===== config.mk =====
export PLATFORM = sky130hd
export DESIGN_NAME = cv32e40x_alu_clmul_iter
export DESIGN_NICKNAME = d
export VERILOG_FILES = /design/src/rtl/cv32e40x_pkg.sv /design/src/rtl/cv32e40x_clmul_step.sv /design/src/rtl/cv32e40x_alu_clmul_iter.sv
export SDC_FILE = /design/constraint.sdc
export NUM_CORES = 1
export LEC_CHECK = 0
export BUFFER_PORTS_ARGS = -buffer_cell sky130_fd_sc_hd__clkbuf_2
export CORE_ASPECT_RATIO = 1.75
export CORE_MARGIN = 5
export CORE_UTILIZATION = 26
export DETAILED_ROUTE_END_ITERATION = 7
export GPL_ROUTABILITY_DRIVEN = 1
export MAX_ROUTING_LAYER = met4
export PLACE_DENSITY = 0.45
export SYNTH_ARGS = -nofsm -noshare
export SYNTH_HDL_FRONTEND = slang
export SYNTH_SLANG_ARGS = --single-unit

===== constraint.sdc =====
create_clock -name clk -period 2.2 [get_ports clk]
set_clock_uncertainty 0.05 [all_clocks]
set_input_delay 0.44 -clock clk [delete_from_list [all_inputs] [get_ports clk]]
set_output_delay 0.44 -clock clk [all_outputs]
set_load 0.1 [all_outputs]

===== src/rtl/cv32e40x_pkg.sv =====
// Shared types for the iterative carry-less multiplier.
package cv32e40x_pkg;

    typedef enum logic [1:0] {
        CLMUL  = 2'd0,
        CLMULH = 2'd1,
        CLMULR = 2'd2
    } clmul_op_e;

    typedef enum logic [1:0] {
        IDLE = 2'd0,
        BUSY = 2'd1,
        DONE = 2'd2
    } clmul_state_e;

endpackage


===== src/rtl/cv32e40x_clmul_step.sv =====
// One carry-less multiply step: folds BITS_PER_CYCLE multiplier bits into the accumulator.
module cv32e40x_clmul_step #(
    parameter int unsigned XLEN           = 32,
    parameter int unsigned BITS_PER_CYCLE = 4
) (
    input  logic [2*XLEN-1:0]         acc_i,
    input  logic [2*XLEN-1:0]         a_i,
    input  logic [BITS_PER_CYCLE-1:0] b_i,
    output logic [2*XLEN-1:0]         acc_o
);

    always_comb begin
        acc_o = acc_i;
        for (int j = 0; j < BITS_PER_CYCLE; j++) begin
            if (b_i[j]) acc_o = acc_o ^ (a_i << j);
        end
    end

endmodule


===== src/rtl/cv32e40x_alu_clmul_iter.sv =====
// Iterative CLMUL/CLMULH/CLMULR unit with valid/ready on both sides and early termination
// once the remaining multiplier bits are all zero.
module cv32e40x_alu_clmul_iter
    import cv32e40x_pkg::*;
#(
    parameter int unsigned XLEN           = 32,
    parameter int unsigned BITS_PER_CYCLE = 4
) (
    input  logic            clk,
    input  logic            rst,
    input  logic            valid_i,
    output logic            ready_o,
    input  clmul_op_e       op_i,
    input  logic [XLEN-1:0] op_a_i,
    input  logic [XLEN-1:0] op_b_i,
    input  logic            kill_i,
    output logic            valid_o,
    input  logic            ready_i,
    output logic [XLEN-1:0] result_o
);

    localparam int unsigned STEPS = XLEN / BITS_PER_CYCLE;
    localparam int unsigned CNT_W = $clog2(STEPS + 1);

    clmul_state_e      state_q, state_d;
    clmul_op_e         op_q;
    logic [2*XLEN-1:0] a_q, acc_q, acc_step;
    logic [XLEN-1:0]   b_q, b_shift, result_q, result_sel;
    logic [CNT_W-1:0]  cnt_q, cnt_inc;
    logic              accept, last_step;

    assign accept    = valid_i && (state_q == IDLE) && !kill_i;
    assign b_shift   = b_q >> BITS_PER_CYCLE;
    assign cnt_inc   = cnt_q + CNT_W'(1);
    assign last_step = (b_shift == '0) || (cnt_inc == CNT_W'(STEPS));

    cv32e40x_clmul_step #(
        .XLEN           (XLEN),
        .BITS_PER_CYCLE (BITS_PER_CYCLE)
    ) u_step (
        .acc_i (acc_q),
        .a_i   (a_q),
        .b_i   (b_q[BITS_PER_CYCLE-1:0]),
        .acc_o (acc_step)
    );

    // Select from the step output so the final step's contribution lands in the result.
    always_comb begin
        result_sel = acc_step[XLEN-1:0];
        case (op_q)
            CLMULH:  result_sel = acc_step[2*XLEN-1:XLEN];
            CLMULR:  result_sel = acc_step[2*XLEN-2:XLEN-1];
            default: result_sel = acc_step[XLEN-1:0];
        endcase
    end

    always_ff @(posedge clk) begin
        if (rst) state_q <= IDLE;
        else     state_q <= state_d;
    end

    always_comb begin
        state_d = state_q;
        case (state_q)
            IDLE:    if (accept)    state_d = BUSY;
            BUSY:    if (last_step) state_d = DONE;
            DONE:    if (ready_i)   state_d = IDLE;
            default:                state_d = IDLE;
        endcase
        if (kill_i) state_d = IDLE;
    end

    always_comb begin
        ready_o = (state_q == IDLE);
        valid_o = (state_q == DONE);
    end

    always_ff @(posedge clk) begin
        if (rst) begin
            op_q     <= CLMUL;
            a_q      <= '0;
            b_q      <= '0;
            acc_q    <= '0;
            cnt_q    <= '0;
            result_q <= '0;
        end else begin
            if (accept) begin
                op_q  <= op_i;
                a_q   <= {{XLEN{1'b0}}, op_a_i};
                b_q   <= op_b_i;
                acc_q <= '0;
                cnt_q <= '0;
            end else if (state_q == BUSY && !kill_i) begin
                acc_q <= acc_step;
                a_q   <= a_q << BITS_PER_CYCLE;
                b_q   <= b_shift;
                cnt_q <= cnt_inc;
            end
            if (kill_i)                             result_q <= '0;
            else if (state_q == BUSY && last_step)  result_q <= result_sel;
        end
    end

    assign result_o = result_q;

endmodule

==> flow_summary.json <==
{
  "synthArstFlopShare_pct": 0,
  "share_of_layout_cells_above_drive_strength_1_pct": 15.3,
  "ff_latch_count_synth": 200,
  "fp.dieW_um": 169,
  "cellPowerDensity_mw_per_mm2": 579,
  "vias_in_the_first_global_route": 9809,
  "ioPinCount": 105,
  "route.detailed.drc": 0,
  "design_area_sq_mm": 0.0135,
  "crit_path_top_delay_cell": "dfxtp_1",
  "postCtsSetupBuffers": 0,
  "worst-slew-pin-transition_ns": 0.785,
  "cp_num_buf_inv": 1,
  "routability_congestion": 0.786,
  "setup.worst_path.end_class": "output port",
  "post_cts_resized": 0,
  "synth_area_leader_cell": "dfxtp_1",
  "netSwitchingPower_mw": 2.33,
  "detailedRoute.firstPassIterationCount": 5,
  "fillers": 4787,
  "initial_standard_cell_utilization_of_the_core_pct": 26.2,
  "numPortBuffers": 104,
  "rsz_0062_raised_after_global_routing": "no",
  "antenna_found_initial": 0,
  "drt_iter0_markers": 515,
  "cts_hold_buffers": 0,
  "num_antenna_cells": 0,
  "layout.nets": 1540,
  "cts_max_path_buffers": 2,
  "synth_edf_count": 0,
  "ir_drop_v": 0.000545,
  "cts_max_level": 4,
  "grt_first_pass_wirelength_mm": 56.0,
  "clkTransAtPathRegs_ns": 0.09,
  "placeableCoreArea_sq_mm": 0.0442,
  "cap_violations": 0,
  "worst_path_largest_cell_delay_ns": 0.48,
  "synthCells": 1404,
  "numCtsBuffers": 17,
  "final_slew_viol_count": 0,
  "share_clk_of_total_power_pct": 42.4,
  "tritoncts": "done",
  "setup.worst_path.class": "reg -> out",
  "ys.flop_type": "dfxtp_1",
  "worst_ep_arrival_time_ns": 1.61,
  "die_area_sq_mm": 0.0490,
  "switching_portion_of_total_power_pct": 29.8,
  "grt_use_total_pct": 14.9,
  "final_instance_count_without_filler_cells": 2051,
  "placed_cells_incl_taps": 2019,
  "mean_syn_cell_area_sq_um": 8.24,
  "synthesis.yosys.warnings": 0,
  "setup_slack_ns": 0.0975,
  "type_of_the_most_critical_hold_path": "in -> reg",
  "headroom_to_the_max_slew_limit_pct": 47.6,
  "critPathTopFamily": "flip-flops",
  "internal-power_mw": 5.51,
  "report.final.hold_viol_count": 0,
  "setup_viol_count_final": 0,
  "areaGrowthSynthToFinish_pct": 16.9,
  "setup_tns_ns": 0,
  "achievable-frequency_mhz": 476,
  "drt-wirelength-per-cell_um": 17.3,
  "postRouteAntennaNets": 0,
  "startpoint_type": "flip-flop",
  "synth_top_cell_area_share_pct": 34.6,
  "timing.reg2reg.worst_path_depth": 6,
  "wirelength_mm": 35.4,
  "power.sequential.fraction_pct": 48.2,
  "floorplan.die.height_um": 289,
  "min_period_ns": 2.10,
  "ys_top_cells_by_area": "dfxtp_1, nand2_1, xnor3_1",
  "fp-row-count": 102,
  "timing.critical_path.fanout_max": 6,
  "synth_fp_nets": 1478,
  "worst_ep_required_time_ns": 1.71,
  "share_comb_of_total_power_pct": 9.3,
  "grt.overflow.total": 0,
  "leakage_nw": 5.07,
  "mappedNetlistArea_sq_mm": 0.0116,
  "crit_chain": "nor2b_2 > clkbuf_2",
  "cts-root-buf": "clkbuf_16",
  "dpl_worst_slack_ns": 0.0306,
  "dp.final_hpwl_mm": 24.7,
  "vias_per_cell": 4.74,
  "clkSinkCount": 200,
  "maximum_number_of_pins_on_one_net_before_global_route_repair": 96,
  "detailed_place.area_sq_mm": 0.0129,
  "vias": 9725,
  "ys_types": 40,
  "synth.yosys.seq_area_share_pct": 34.6,
  "outcome": "finished clean",
  "clk_latency_ns": 0.47,
  "cp_num_cells": 2,
  "timing.final.crit_share_pct": 95.6,
  "worstHoldPathCells": 3
}
-- registers in the layout, summed over array words and instances (netlist names) --
name	cells
a_q	64
acc_q	64
b_q	32
cnt_q	4
op_q	2
result_o	32
state_q	2
-- worst paths after layout --
path	startpoint	end	slack (ns)
worst max-delay path	state_q[1]	valid_o	0.1
worst min-delay path	op_b_i[29]	b_q[29]	0.17
worst max register to register	state_q[1]	b_q[20]	0.17
worst min register to register	a_q[63]	a_q[63]	0.41
-- power by group through the flow --
| stage | registers, mW | clock network [mW] | logic, mW |
|---|---|---|---|
| after global placement | 3.87 | 0 | 0.741 |
| after CTS | 3.78 | 3.43 | 0.748 |
| after global routing | 3.79 | 3.55 | 0.796 |
| final | 3.78 | 3.33 | 0.733 |
| after detailed placement | 3.87 | 0 | 0.746 |
| after floorplan | 3.82 | 0 | 0.443 |
-- metal layers --
layer  wire [um]  vias up  share of wire [%]  track usage, %
li1            -     4831                  -               -
met1       14800     4685                 42            16.9
met2       19200      169                 54            27.3
met3         778       40                2.2            1.71
met4         651        0                1.8            4.57
met5           0        -                  0               -
-- through the flow --
| stage | util [%] | hold slack (ns) | power, mW |
|---|---|---|---|
| 2_1_floorplan | - | 0.387 | 4.26 |
| 3_3_place_gp | 29.2 | 0.395 | 4.61 |
| 3_5_place_dp | 29.2 | 0.404 | 4.62 |
| 4_1_cts | 30.6 | 0.152 | 7.96 |
| 5_1_grt | 30.6 | 0.169 | 8.14 |
| 6_report | 30.6 | 0.172 | 7.84 |
-- Yosys cell counts (3+ instances only) --
library cell	count
a21oi_1	153
a22oi_1	96
buf_1	9
buf_2	43
buf_4	5
buf_6	6
clkbuf_1	44
dfxtp_1	200
ha_1	3
inv_1	31
nand2_1	493
nand3_1	33
nand4_1	3
nor2_1	22
nor4_1	8
o211ai_1	3
o21ai_0	3
o221ai_1	3
o221ai_2	27
or3_1	3
xnor2_1	72
xnor3_1	58
xor2_1	62
xor3_1	3
-- cell usage in the layout (no fill, tap or decap), drive strengths merged, types with 5 or more instances in the layout --
cell type / count
a21oi: 153
a22oi: 96
buf: 46
clkbuf: 121
clkinv: 7
dfxtp: 200
inv: 38
nand2: 493
nand3: 33
nor2: 23
nor4: 8
o211ai: 5
o21ai: 5
o221ai: 30
xnor2: 73
xnor3: 58
xor2: 62
-- cell families after synthesis --
logic type,count (synthesis),synth area share [%]
xor+xnor,196,22.2
buf+inv,138,5.49
flops,200,34.6
fa+ha+maj,3,0.324
compound gates,294,17.6
simple gates,572,19.7
mux,1,0.0865
-- final cells by class --
type	count	area [sq um]	share of cell area, %
Clock buffer	17	425	3.14
Inverter	31	116	0.860
Tap cell	572	716	5.29
Clock inverter	15	195	1.44
Multi-Input combinational cell	1066	6960	51.5
Sequential cell	200	4010	29.6
Timing Repair Buffer	150	1100	8.16
-- tightest hold or removal path, stage by stage --
cell and delay, ns:
clkbuf_2 0.08, a22oi_1 0.06, nor2_1 0.08
(Power assumes the default switching activity.)
